==> src/rtl/rv32_pkg.sv <==
// Shared RV32 core definitions: M-extension ALU op codes and the multiply/divide sequencer states.
package rv32_pkg;

    localparam logic [4:0] ALU_OP_MUL    = 5'b01011;
    localparam logic [4:0] ALU_OP_MULH   = 5'b01100;
    localparam logic [4:0] ALU_OP_MULHSU = 5'b01101;
    localparam logic [4:0] ALU_OP_MULHU  = 5'b01110;
    localparam logic [4:0] ALU_OP_DIV    = 5'b01111;
    localparam logic [4:0] ALU_OP_DIVU   = 5'b10000;
    localparam logic [4:0] ALU_OP_REM    = 5'b10001;
    localparam logic [4:0] ALU_OP_REMU   = 5'b10010;

    typedef enum logic [1:0] {IDLE, CALC, FIX, DONE} muldiv_state_e;

    function automatic logic is_m_op(input logic [4:0] op);
        return (op >= ALU_OP_MUL) && (op <= ALU_OP_REMU);
    endfunction

    function automatic logic is_div_op(input logic [4:0] op);
        return (op >= ALU_OP_DIV) && (op <= ALU_OP_REMU);
    endfunction

    function automatic logic rs1_signed(input logic [4:0] op);
        return (op == ALU_OP_MULH) || (op == ALU_OP_MULHSU) ||
               (op == ALU_OP_DIV)  || (op == ALU_OP_REM);
    endfunction

    function automatic logic rs2_signed(input logic [4:0] op);
        return (op == ALU_OP_MULH) || (op == ALU_OP_DIV) || (op == ALU_OP_REM);
    endfunction

endpackage

==> src/rtl/muldiv_step.sv <==
// One radix-2 iteration on unsigned magnitudes: shift-add multiply or restoring divide.
// {hi, lo} is the product accumulator (multiply) or {remainder, dividend/quotient} (divide).
module muldiv_step #(
    parameter int unsigned XLEN = 32
) (
    input  logic            is_div,
    input  logic [XLEN-1:0] hi,
    input  logic [XLEN-1:0] lo,
    input  logic [XLEN-1:0] opnd,
    output logic [XLEN-1:0] hi_next,
    output logic [XLEN-1:0] lo_next
);

    logic [XLEN:0]   sum;
    logic [XLEN:0]   shifted;
    logic [XLEN+1:0] diff;

    always_comb begin
        sum     = {1'b0, hi} + (lo[0] ? {1'b0, opnd} : '0);
        shifted = {hi, lo[XLEN-1]};
        // Extra top bit acts as the borrow flag of the trial subtraction.
        diff    = {1'b0, shifted} - {2'b00, opnd};
        hi_next = '0;
        lo_next = '0;
        if (is_div) begin
            if (!diff[XLEN+1]) begin
                hi_next = diff[XLEN-1:0];
                lo_next = {lo[XLEN-2:0], 1'b1};
            end else begin
                hi_next = shifted[XLEN-1:0];
                lo_next = {lo[XLEN-2:0], 1'b0};
            end
        end else begin
            hi_next = sum[XLEN:1];
            lo_next = {sum[0], lo[XLEN-1:1]};
        end
    end

endmodule

==> src/rtl/muldiv_seq.sv <==
// Iterative RV32M sequencer: stalls the core while a shared radix-2 datapath runs, then
// presents one result for writeback with a single-cycle o_valid pulse.
module muldiv_seq
    import rv32_pkg::*;
#(
    parameter int unsigned XLEN = 32
) (
    input  logic            i_clk,
    input  logic            i_rst,
    input  logic            i_start,
    input  logic [4:0]      i_alu_op,
    input  logic [XLEN-1:0] i_rs1_data,
    input  logic [XLEN-1:0] i_rs2_data,
    output logic            o_stall,
    output logic            o_valid,
    output logic [XLEN-1:0] o_result
);

    localparam int unsigned     CNT_W    = $clog2(XLEN);
    localparam logic [CNT_W-1:0] CNT_LAST = CNT_W'(XLEN - 1);
    localparam logic [XLEN-1:0] INT_MIN  = {1'b1, {(XLEN-1){1'b0}}};

    muldiv_state_e   state_q, state_d;
    logic [CNT_W-1:0] cnt_q, cnt_d;
    logic [4:0]      op_q, op_d;
    logic [XLEN-1:0] opnd_q, opnd_d;
    logic [XLEN-1:0] hi_q, hi_d;
    logic [XLEN-1:0] lo_q, lo_d;
    logic            neg_main_q, neg_main_d;
    logic            neg_rem_q, neg_rem_d;
    logic            special_q, special_d;
    logic [XLEN-1:0] result_q, result_d;

    logic            is_m;
    logic            sign_a, sign_b;
    logic [XLEN-1:0] abs_a, abs_b;
    logic [XLEN-1:0] step_hi, step_lo;
    logic [2*XLEN-1:0] prod, prod_fix;
    logic [XLEN-1:0] quot_fix, rem_fix, fix_result;
    logic            clear;

    assign is_m   = is_m_op(i_alu_op);
    assign sign_a = rs1_signed(i_alu_op) & i_rs1_data[XLEN-1];
    assign sign_b = rs2_signed(i_alu_op) & i_rs2_data[XLEN-1];
    assign abs_a  = sign_a ? -i_rs1_data : i_rs1_data;
    assign abs_b  = sign_b ? -i_rs2_data : i_rs2_data;

    muldiv_step #(
        .XLEN(XLEN)
    ) u_step (
        .is_div (is_div_op(op_q)),
        .hi     (hi_q),
        .lo     (lo_q),
        .opnd   (opnd_q),
        .hi_next(step_hi),
        .lo_next(step_lo)
    );

    // Sign correction and result selection from the unsigned magnitudes.
    always_comb begin
        prod     = {hi_q, lo_q};
        prod_fix = neg_main_q ? -prod : prod;
        quot_fix = neg_main_q ? -lo_q : lo_q;
        rem_fix  = neg_rem_q ? -hi_q : hi_q;
        case (op_q)
            ALU_OP_MUL:                            fix_result = prod_fix[XLEN-1:0];
            ALU_OP_MULH, ALU_OP_MULHSU, ALU_OP_MULHU: fix_result = prod_fix[2*XLEN-1:XLEN];
            ALU_OP_DIV, ALU_OP_DIVU:               fix_result = quot_fix;
            ALU_OP_REM, ALU_OP_REMU:               fix_result = rem_fix;
            default:                               fix_result = '0;
        endcase
    end

    always_comb begin
        state_d    = state_q;
        cnt_d      = cnt_q;
        op_d       = op_q;
        opnd_d     = opnd_q;
        hi_d       = hi_q;
        lo_d       = lo_q;
        neg_main_d = neg_main_q;
        neg_rem_d  = neg_rem_q;
        special_d  = special_q;
        result_d   = result_q;
        clear      = 1'b0;

        unique case (state_q)
            IDLE: begin
                if (i_start && is_m) begin
                    op_d       = i_alu_op;
                    cnt_d      = '0;
                    hi_d       = '0;
                    neg_main_d = sign_a ^ sign_b;
                    neg_rem_d  = sign_a;
                    special_d  = 1'b0;
                    result_d   = '0;
                    state_d    = CALC;
                    if (is_div_op(i_alu_op)) begin
                        opnd_d = abs_b;
                        lo_d   = abs_a;
                        if (i_rs2_data == '0) begin
                            special_d = 1'b1;
                            state_d   = FIX;
                            result_d  = (i_alu_op == ALU_OP_DIV || i_alu_op == ALU_OP_DIVU) ?
                                        '1 : i_rs1_data;
                        end else if ((i_alu_op == ALU_OP_DIV || i_alu_op == ALU_OP_REM) &&
                                     i_rs1_data == INT_MIN && i_rs2_data == '1) begin
                            special_d = 1'b1;
                            state_d   = FIX;
                            result_d  = (i_alu_op == ALU_OP_DIV) ? INT_MIN : '0;
                        end
                    end else begin
                        opnd_d = abs_a;
                        lo_d   = abs_b;
                    end
                end
            end
            CALC: begin
                if (!i_start) begin
                    clear = 1'b1;
                end else begin
                    hi_d = step_hi;
                    lo_d = step_lo;
                    if (cnt_q == CNT_LAST) begin
                        state_d = FIX;
                    end else begin
                        cnt_d = cnt_q + CNT_W'(1);
                    end
                end
            end
            FIX: begin
                if (!i_start) begin
                    clear = 1'b1;
                end else begin
                    if (!special_q) begin
                        result_d = fix_result;
                    end
                    state_d = DONE;
                end
            end
            DONE: begin
                state_d = IDLE;
            end
            default: begin
                state_d = IDLE;
            end
        endcase

        // Flush/redirect: drop the in-flight op without writeback.
        if (clear) begin
            state_d    = IDLE;
            cnt_d      = '0;
            op_d       = '0;
            opnd_d     = '0;
            hi_d       = '0;
            lo_d       = '0;
            neg_main_d = 1'b0;
            neg_rem_d  = 1'b0;
            special_d  = 1'b0;
            result_d   = '0;
        end
    end

    always_ff @(posedge i_clk) begin
        if (i_rst) begin
            state_q    <= IDLE;
            cnt_q      <= '0;
            op_q       <= '0;
            opnd_q     <= '0;
            hi_q       <= '0;
            lo_q       <= '0;
            neg_main_q <= 1'b0;
            neg_rem_q  <= 1'b0;
            special_q  <= 1'b0;
            result_q   <= '0;
        end else begin
            state_q    <= state_d;
            cnt_q      <= cnt_d;
            op_q       <= op_d;
            opnd_q     <= opnd_d;
            hi_q       <= hi_d;
            lo_q       <= lo_d;
            neg_main_q <= neg_main_d;
            neg_rem_q  <= neg_rem_d;
            special_q  <= special_d;
            result_q   <= result_d;
        end
    end

    assign o_stall  = i_start & is_m & (state_q != DONE);
    assign o_valid  = (state_q == DONE);
    assign o_result = o_valid ? result_q : '0;

endmodule

==> config.mk <==
export PLATFORM = sky130hd
export DESIGN_NAME = muldiv_seq
export DESIGN_NICKNAME = d
export VERILOG_FILES = /design/src/rtl/rv32_pkg.sv /design/src/rtl/muldiv_step.sv /design/src/rtl/muldiv_seq.sv
export SDC_FILE = /design/constraint.sdc
export NUM_CORES = 1
export LEC_CHECK = 0
export CORE_ASPECT_RATIO = 1.1
export CORE_MARGIN = 10
export CORE_UTILIZATION = 58
export CTS_BUF_LIST = sky130_fd_sc_hd__clkbuf_4
export DETAILED_ROUTE_END_ITERATION = 16
export MAX_ROUTING_LAYER = met4
export PLACE_DENSITY = 0.85
export SLEW_MARGIN = 5
export SYNTH_ARGS = -nofsm -noshare
export SYNTH_HDL_FRONTEND = slang
export SYNTH_SLANG_ARGS = --single-unit
==> constraint.sdc <==
create_clock -name i_clk -period 3.85 [get_ports i_clk]
set_input_delay 0.9625 -clock i_clk [delete_from_list [all_inputs] [get_ports i_clk]]
set_output_delay 0.9625 -clock i_clk [all_outputs]
set_load 0.01 [all_outputs]
==> results.yml, run 1 <==
clock_tree:
  cts_buffer_depth: 2
  root_buffer: "clkbuf_4"
  insertion_delay_ns: 0.63
  cts_setup_buffers: 0
  cts_buffers: 17
  hold_buffers: 0
  htree_num_levels: 4
  cts_tree: "built"
  clock-sinks: 143
  clk_pin_slew_ns: 0.14
power:
  p_sw_mw: 3.43
  p_sw_share_pct: 50.6
  combPwrFrac_pct: 55.8
  p_int_mw: 3.35
  p_clk_share_pct: 15.4
  p_leak_nw: 6.90
  ir_drop_v: 0.000430
  p_per_area_nw_per_um2: 382
  p_total_mw: 6.78
  power_frac_seq_pct: 28.7
placed_design:
  place_area_um2: 17400
  place.gp.congestion: 1.08
  placed_cells: 2694
  post-dp-hpwl_um: 49700
  portBuffers: 105
floorplan:
  die_width_um: 174
  core_um2: 25900
  fp-row-count: 62
  dieArea_um2: 33000
  start_util_pct: 58.5
  die_h_um: 190
  ioPinCount: 106
logic_synthesis:
  synth.area.top_cells: "dfxtp_1 19%, nand2_1 7.5%, a21oi_1 7.2%"
  netlist.area_leader.share_pct: 18.9
  ys_ff_latch: 143
  synthCells: 2226
  synth-main-ff-cell: "dfxtp_1"
  async_flop_share_pct: 0
  netlist_area_um2: 15200
  synth.distinct_cells: 77
  ys_seq_area_share_pct: 18.9
  avgSynthCellArea_um2: 6.81
  yosys.area.top_type: "dfxtp_1"
  synth_nets: 2375
  synth_edf_count: 0
  yosysWarnings: 0
critical_path:
  critPathArrivalTime_ns: 2.80
  critPathRequiredTime_ns: 2.89
  regToRegEndpoint: "hi_q[28]$_SDFFE_PP0P_"
  worst_setup_path_start_kind: "input port"
  critical_path.max_fanout: 7
  crit_type: "input port to output port"
  cp.depth: 5
  crit_path_start: "i_alu_op[3]"
  reg2regPathDepth: 12
  cp-end-kind: "output port"
  slowest_delay_ns: 0.61
  crit_chain: "clkdlybuf4s50_1 > nor3b_1 > o21ai_0 > nor2_1 > clkdlybuf4s50_1"
  r2r_setup_slack_ns: 0.12
  cpMaxStageDelayCell: "clkdlybuf4s50_1"
  rr_startpoint: "opnd_q[20]$_SDFFE_PP0P_"
  path_buf_inv: 2
  critPathTopFamily: "buffers and inverters"
  crit_top_cell: "clkdlybuf4s50_1"
sta:
  setup_violations: 0
  rsz0062_at_grt: "no"
  slew_viol_final: 0
  fin_crit_ns: 3.76
  fmax_mhz: 266
  finalHoldViolCount: 0
  slew_headroom_pct: 34.5
  period_share_pct: 97.7
  clock-skew-final_ns: 0.0286
  tightest_slew_ns: 0.982
cells_and_area:
  most-common-layout-cells: "304 x nand2_1, 217 x a21oi_1, 210 x nor2_1"
  area.growth.synth_to_final_pct: 16.9
  finalInstanceArea_um2: 17700
  final_common_cell: "nand2_1"
  nFillCells: 2382
  final_net_count: 2511
  fin_cells: 2728
  layout-drive-gt1-share_pct: 10.0
global_route:
  grt_pass1_vias: 17100
  grt_util_all_layers_pct: 38.4
  grt-ovfl-total: 0
  grt_max_degree: 79
  grt_pass1_wl_um: 98300
  antenna_found_initial: 1
flow_run:
  maxCapViolations: 0
detailed_routing:
  via_per_inst: 6.70
  first_iter_violations: 2867
  drt.antenna.violating_nets: 0
  wirelength_um: 64600
  first_pass_iters: 7
  drcViolationCount: 0
  wire_per_inst_um: 23.7
  num_vias: 18300
hold_path:
  hold_path_end: "opnd_q[9]$_SDFFE_PP0P_"
  hold_class: "flop to flop"
  hold_depth: 2
  min_from: "opnd_q[9]$_SDFFE_PP0P_"
run_status:
  status: "finished, final reports clean"
## cell type report
type / count / area, um2 / share of cell area [%]
Clock inverter: 14 / 143 / 0.805
Sequential cell: 143 / 2860 / 16.2
Inverter: 75 / 282 / 1.59
Multi-Input combinational cell: 1846 / 11400 / 64.5
Timing Repair Buffer: 279 / 2420 / 13.6
Antenna cell: 1 / 2.50 / 0.0141
Tap cell: 352 / 440 / 2.48
Clock buffer: 18 / 135 / 0.762
## sequential cells by signal, summed over array words and instances (netlist names)
signal      flops
result_q       32
cnt_q           5
neg_rem_q       1
lo_q           32
opnd_q         32
state_q         2
special_q       1
neg_main_q      1
hi_q           32
op_q            5
## worst reg2reg max path, delay by kind of cell (launching register included)
family	cells	cell delay, ns
flip-flops	1	0.38
buffers and inverters	3	0.59
AO/OA/AOI/OAI	6	1.72
adder cells (fa/ha/maj)	1	0.42
AND/OR/NAND/NOR	2	0.52
## power groups by stage
stage                     Sequential [mW]  Clock, mW  Combinational, mW
after CTS                            1.93       1.03               3.61
after detailed placement             1.96          0               3.59
after global placement               1.95          0               3.54
after floorplan                      1.83          0               2.42
final                                1.95       1.05               3.78
after global routing                 1.96       1.10               4.04
## worst max-delay path by stage
stage                                           end  slack (ns)
after floorplan           result_q[22]$_SDFFE_PP0P_        0.43
after global placement     result_q[2]$_SDFFE_PP0P_       -0.16
after detailed placement  result_q[13]$_SDFFE_PP0P_       -0.23
after CTS                                   o_stall        0.05
after global routing          hi_q[28]$_SDFFE_PP0P_        0.02
final                                       o_stall        0.09
## stage by stage
stage	utilization [%]	hold WS [ns]	setup slack, ns	TNS (ns)
2_1_floorplan	-	0.432	0.434	0
3_3_place_gp	67.3	0.439	-0.155	-2.44
3_5_place_dp	67.3	0.447	-0.227	-3.88
4_1_cts	68.4	0.463	0.0454	0
5_1_grt	68.4	0.477	0.0176	0
6_report	68.4	0.465	0.0869	0
## cells in the mapped netlist (12+ instances only)
cell type and instances:
nand2_1 304, a21oi_1 219, nor2_1 213, o21ai_0 165, clkbuf_1 145, dfxtp_1 143
xnor2_1 97, xor2_1 89, ha_1 75, inv_1 73, nor3_1 58, o31ai_1 49
nand3_1 45, and2_1 41, a211oi_1 38, a21o_1 34, mux2i_1 33, o211ai_1 33
o22ai_1 31, nand4_1 24, nor4_1 22, a31oi_1 19, nand2b_1 18, a22oi_1 16
and3_1 16, or4_1 15, a311oi_1 13, o41ai_1 13, or3_1 13, o221ai_1 12
## per-layer routing
layer  GRT usage, %  wire [um]  vias to the layer above  part of all wire, %
met5              -          0                        -                    0
met4           26.7       5190                        0                  8.0
met3           6.33       6270                      279                  9.7
met2           60.7      29400                     1246                   46
met1           44.1      23700                     8446                   37
li1               -          -                     8304                    -
## kinds of logic (layout without fill, tap and decap cells)
logic type | after synthesis | after routing | synth area share (%)
AO/OA/AOI/OAI | 737 | 737 | 30.5
adder cells (fa/ha/maj) | 77 | 77 | 6.45
flip-flops | 143 | 143 | 18.9
other | 0 | 1 | 0
multiplexers | 34 | 34 | 2.25
buffers and inverters | 238 | 386 | 6.16
XOR/XNOR | 186 | 186 | 10.7
AND/OR/NAND/NOR | 811 | 812 | 25.0
## repair_timing
action	CTS	global route
setup endpoints to repair	0	25
gates resized for setup	0	2
endpoints found under the hold margin	0	0
No activity file was read; power rests on OpenSTA's default activity.
==> run 2, diff against run 1 <==
--- a/config.mk
+++ b/config.mk
@@ -5,13 +5,14 @@
 export SDC_FILE = /design/constraint.sdc
 export NUM_CORES = 1
 export LEC_CHECK = 0
+export CAP_MARGIN = 20
 export CORE_ASPECT_RATIO = 1.1
 export CORE_MARGIN = 10
-export CORE_UTILIZATION = 58
+export CORE_UTILIZATION = 31
 export CTS_BUF_LIST = sky130_fd_sc_hd__clkbuf_4
 export DETAILED_ROUTE_END_ITERATION = 16
 export MAX_ROUTING_LAYER = met4
-export PLACE_DENSITY = 0.85
+export PLACE_DENSITY = 0.53
 export SLEW_MARGIN = 5
 export SYNTH_ARGS = -nofsm -noshare
 export SYNTH_HDL_FRONTEND = slang
==> constraint.sdc (replaced) <==
create_clock -name i_clk -period 3.85 [get_ports i_clk]
set_input_delay 0.77 -clock i_clk [delete_from_list [all_inputs] [get_ports i_clk]]
set_output_delay 0.77 -clock i_clk [all_outputs]
set_load 0.01 [all_outputs]
==> run 2 against run 1 <==
Effect of this change: sequential share of layout area fell by 0.23 points; wire length is 4.2% higher; clock skew fell by 0.0094 ns; cell count rose by 9.8%; largest cell class unchanged; fmax down 0.23%; critical path type is now flop to flop; critical path depth is 8 higher; highest routed layer unchanged.
==> results.yml, run 2 (synthesized netlist as in run 1, its figures left out) <==
run_status:
  status: "finished, final reports clean"
critical_path:
  worst_setup_path_start_kind: "flop"
  slowest_delay_ns: 0.49
  cpMaxStageDelayCell: "a211oi_1"
  critPathRequiredTime_ns: 4.42
  critPathArrivalTime_ns: 4.34
  critical_path.max_fanout: 39
  crit_chain: "inv_1 > ha_1 > a21oi_1 > o21ai_0 > a211oi_1 > nand3_1 > a311oi_1 > buf_4 > nor2_4 > buf_12 > nor2_1 > a21oi_1 > a221o_1"
  critPathTopFamily: "compound AO/OA/AOI/OAI gates"
  crit_top_cell: "a21oi_1"
  cp-end-kind: "flop"
  path_buf_inv: 3
  r2r_setup_slack_ns: 0.08
  crit_type: "flop to flop"
power:
  p_sw_mw: 3.26
  p_sw_share_pct: 47.8
  p_per_area_nw_per_um2: 380
  p_clk_share_pct: 17.5
  p_leak_nw: 6.81
  p_int_mw: 3.57
  combPwrFrac_pct: 54.3
  power_frac_seq_pct: 28.3
  ir_drop_v: 0.000291
detailed_routing:
  wirelength_um: 67300
  routed.top_layer: "met4"
  dr_wl_met2_um: 30400
  wire_per_inst_um: 22.5
  drcViolationCount: 0
  met1_length_um: 28600
  drt.antenna.violating_nets: 0
  num_vias: 17200
  via_per_inst: 5.76
  wl_met3_um: 4390
  first_iter_violations: 1692
  first_pass_iters: 6
clock_tree:
  root_buffer: "clkbuf_4"
  insertion_delay_ns: 0.66
  clock-sinks: 143
  htree_num_levels: 4
  clk_pin_slew_ns: 0.15
  cts_setup_buffers: 0
  cts_tree: "built"
  hold_buffers: 0
  cts_buffers: 17
  cts_buffer_depth: 2
  cts_resized: 0
sta:
  whs_ns: 0.461
  slew_viol_final: 0
  fin_crit_ns: 3.77
  period_share_pct: 98.0
  slew_headroom_pct: 27.4
  tightest_slew_ns: 1.09
  rsz0062_at_grt: "no"
  finalHoldViolCount: 0
  fmax_mhz: 265
  clock-skew-final_ns: 0.0192
  setup_violations: 0
floorplan:
  fp-row-count: 84
  core_um2: 48100
  die_h_um: 252
  start_util_pct: 31.5
  ioPinCount: 106
  dieArea_um2: 58200
  die_width_um: 231
global_route:
  grt_pass1_wl_um: 102000
  grt_util_all_layers_pct: 23.1
  antenna_found_initial: 2
  grt-ovfl-total: 0
  grt_max_degree: 79
  grt_pass1_vias: 16600
cells_and_area:
  layout-drive-gt1-share_pct: 8.99
  multi_input_area_um2: 11400
  seqCellArea_um2: 2860
  most-common-layout-cells: "304 x nand2_1, 217 x a21oi_1, 210 x nor2_1"
  area.growth.synth_to_final_pct: 18.6
  fin_cells: 2995
  nFillCells: 5261
  final_common_cell: "nand2_1"
  final_net_count: 2486
hold_path:
  hold_class: "flop to flop"
placed_design:
  portBuffers: 105
  post-dp-hpwl_um: 53100
  place.gp.congestion: 0.981
  placed_cells: 2963
flow_run:
  maxCapViolations: 0
-- run 2: cell count changes in the layout (fill, tap and decap cells not counted), moves of 2 or more --
cell / previous run / this run
buf_4: 169 / 142
inv_8: 5 / 0
bufinv_16: 0 / 4
buf_12: 5 / 8
clkinvlp_4: 0 / 3
clkinv_4: 4 / 2
-- run 2: final cells by class --
class / count / area share [%]
tap: 645 / 4.49
antenna: 2 / 0.0278
clock buffer: 18 / 0.751
timing repair buffer: 255 / 12.7
clock inverter: 12 / 1.04
inverter: 75 / 1.57
multi-input combinational: 1845 / 63.5
sequential: 143 / 15.9
-- run 2: per-stage QoR --
stage	setup WS, ns	setup TNS (ns)	total power [mW]	util [%]	area (um2)
final	0.0781	0	6.83	37.4	18000
after global routing	0.00786	0	7.23	37.4	18000
after CTS	0.200	0	6.79	37.3	18000
after detailed placement	-0.0986	-0.984	5.59	36.7	17700
after global placement	-0.0393	-0.198	5.57	36.7	17700
after floorplan	0.626	0	4.25	-	15200
-- run 2: worst register-to-register path: stages (launching register included) --
cell and delay [ns]:
dfxtp_1 0.47, inv_1 0.14, ha_1 0.40, a21oi_1 0.25, o21ai_0 0.21, a211oi_1 0.49
nand3_1 0.28, a311oi_1 0.29, buf_4 0.21, nor2_4 0.05, buf_12 0.20, nor2_1 0.27
a21oi_1 0.10, a221o_1 0.32
-- run 2: power by group through the flow --
stage,clock network [mW],registers (mW),logic (mW)
after global placement,0,1.96,3.61
after detailed placement,0,1.96,3.63
after global routing,1.26,1.95,4.01
after floorplan,0,1.83,2.42
after CTS,1.22,1.93,3.64
final,1.19,1.93,3.71
-- run 2: worst paths after layout --
check | start | endpoint | cells past startpoint
max reg2reg | opnd_q[20]$_SDFFE_PP0P_ | hi_q[0]$_SDFFE_PP0P_ | 13
max | opnd_q[20]$_SDFFE_PP0P_ | hi_q[0]$_SDFFE_PP0P_ | 13
min | opnd_q[18]$_SDFFE_PP0P_ | opnd_q[18]$_SDFFE_PP0P_ | 2
min reg2reg | opnd_q[18]$_SDFFE_PP0P_ | opnd_q[18]$_SDFFE_PP0P_ | 2
-- run 2: routing by layer --
layer,vias up,global-route usage [%]
met5,-,-
met2,730,35.6
li1,8251,-
met1,8148,28.6
met3,118,3.14
met4,0,13.1
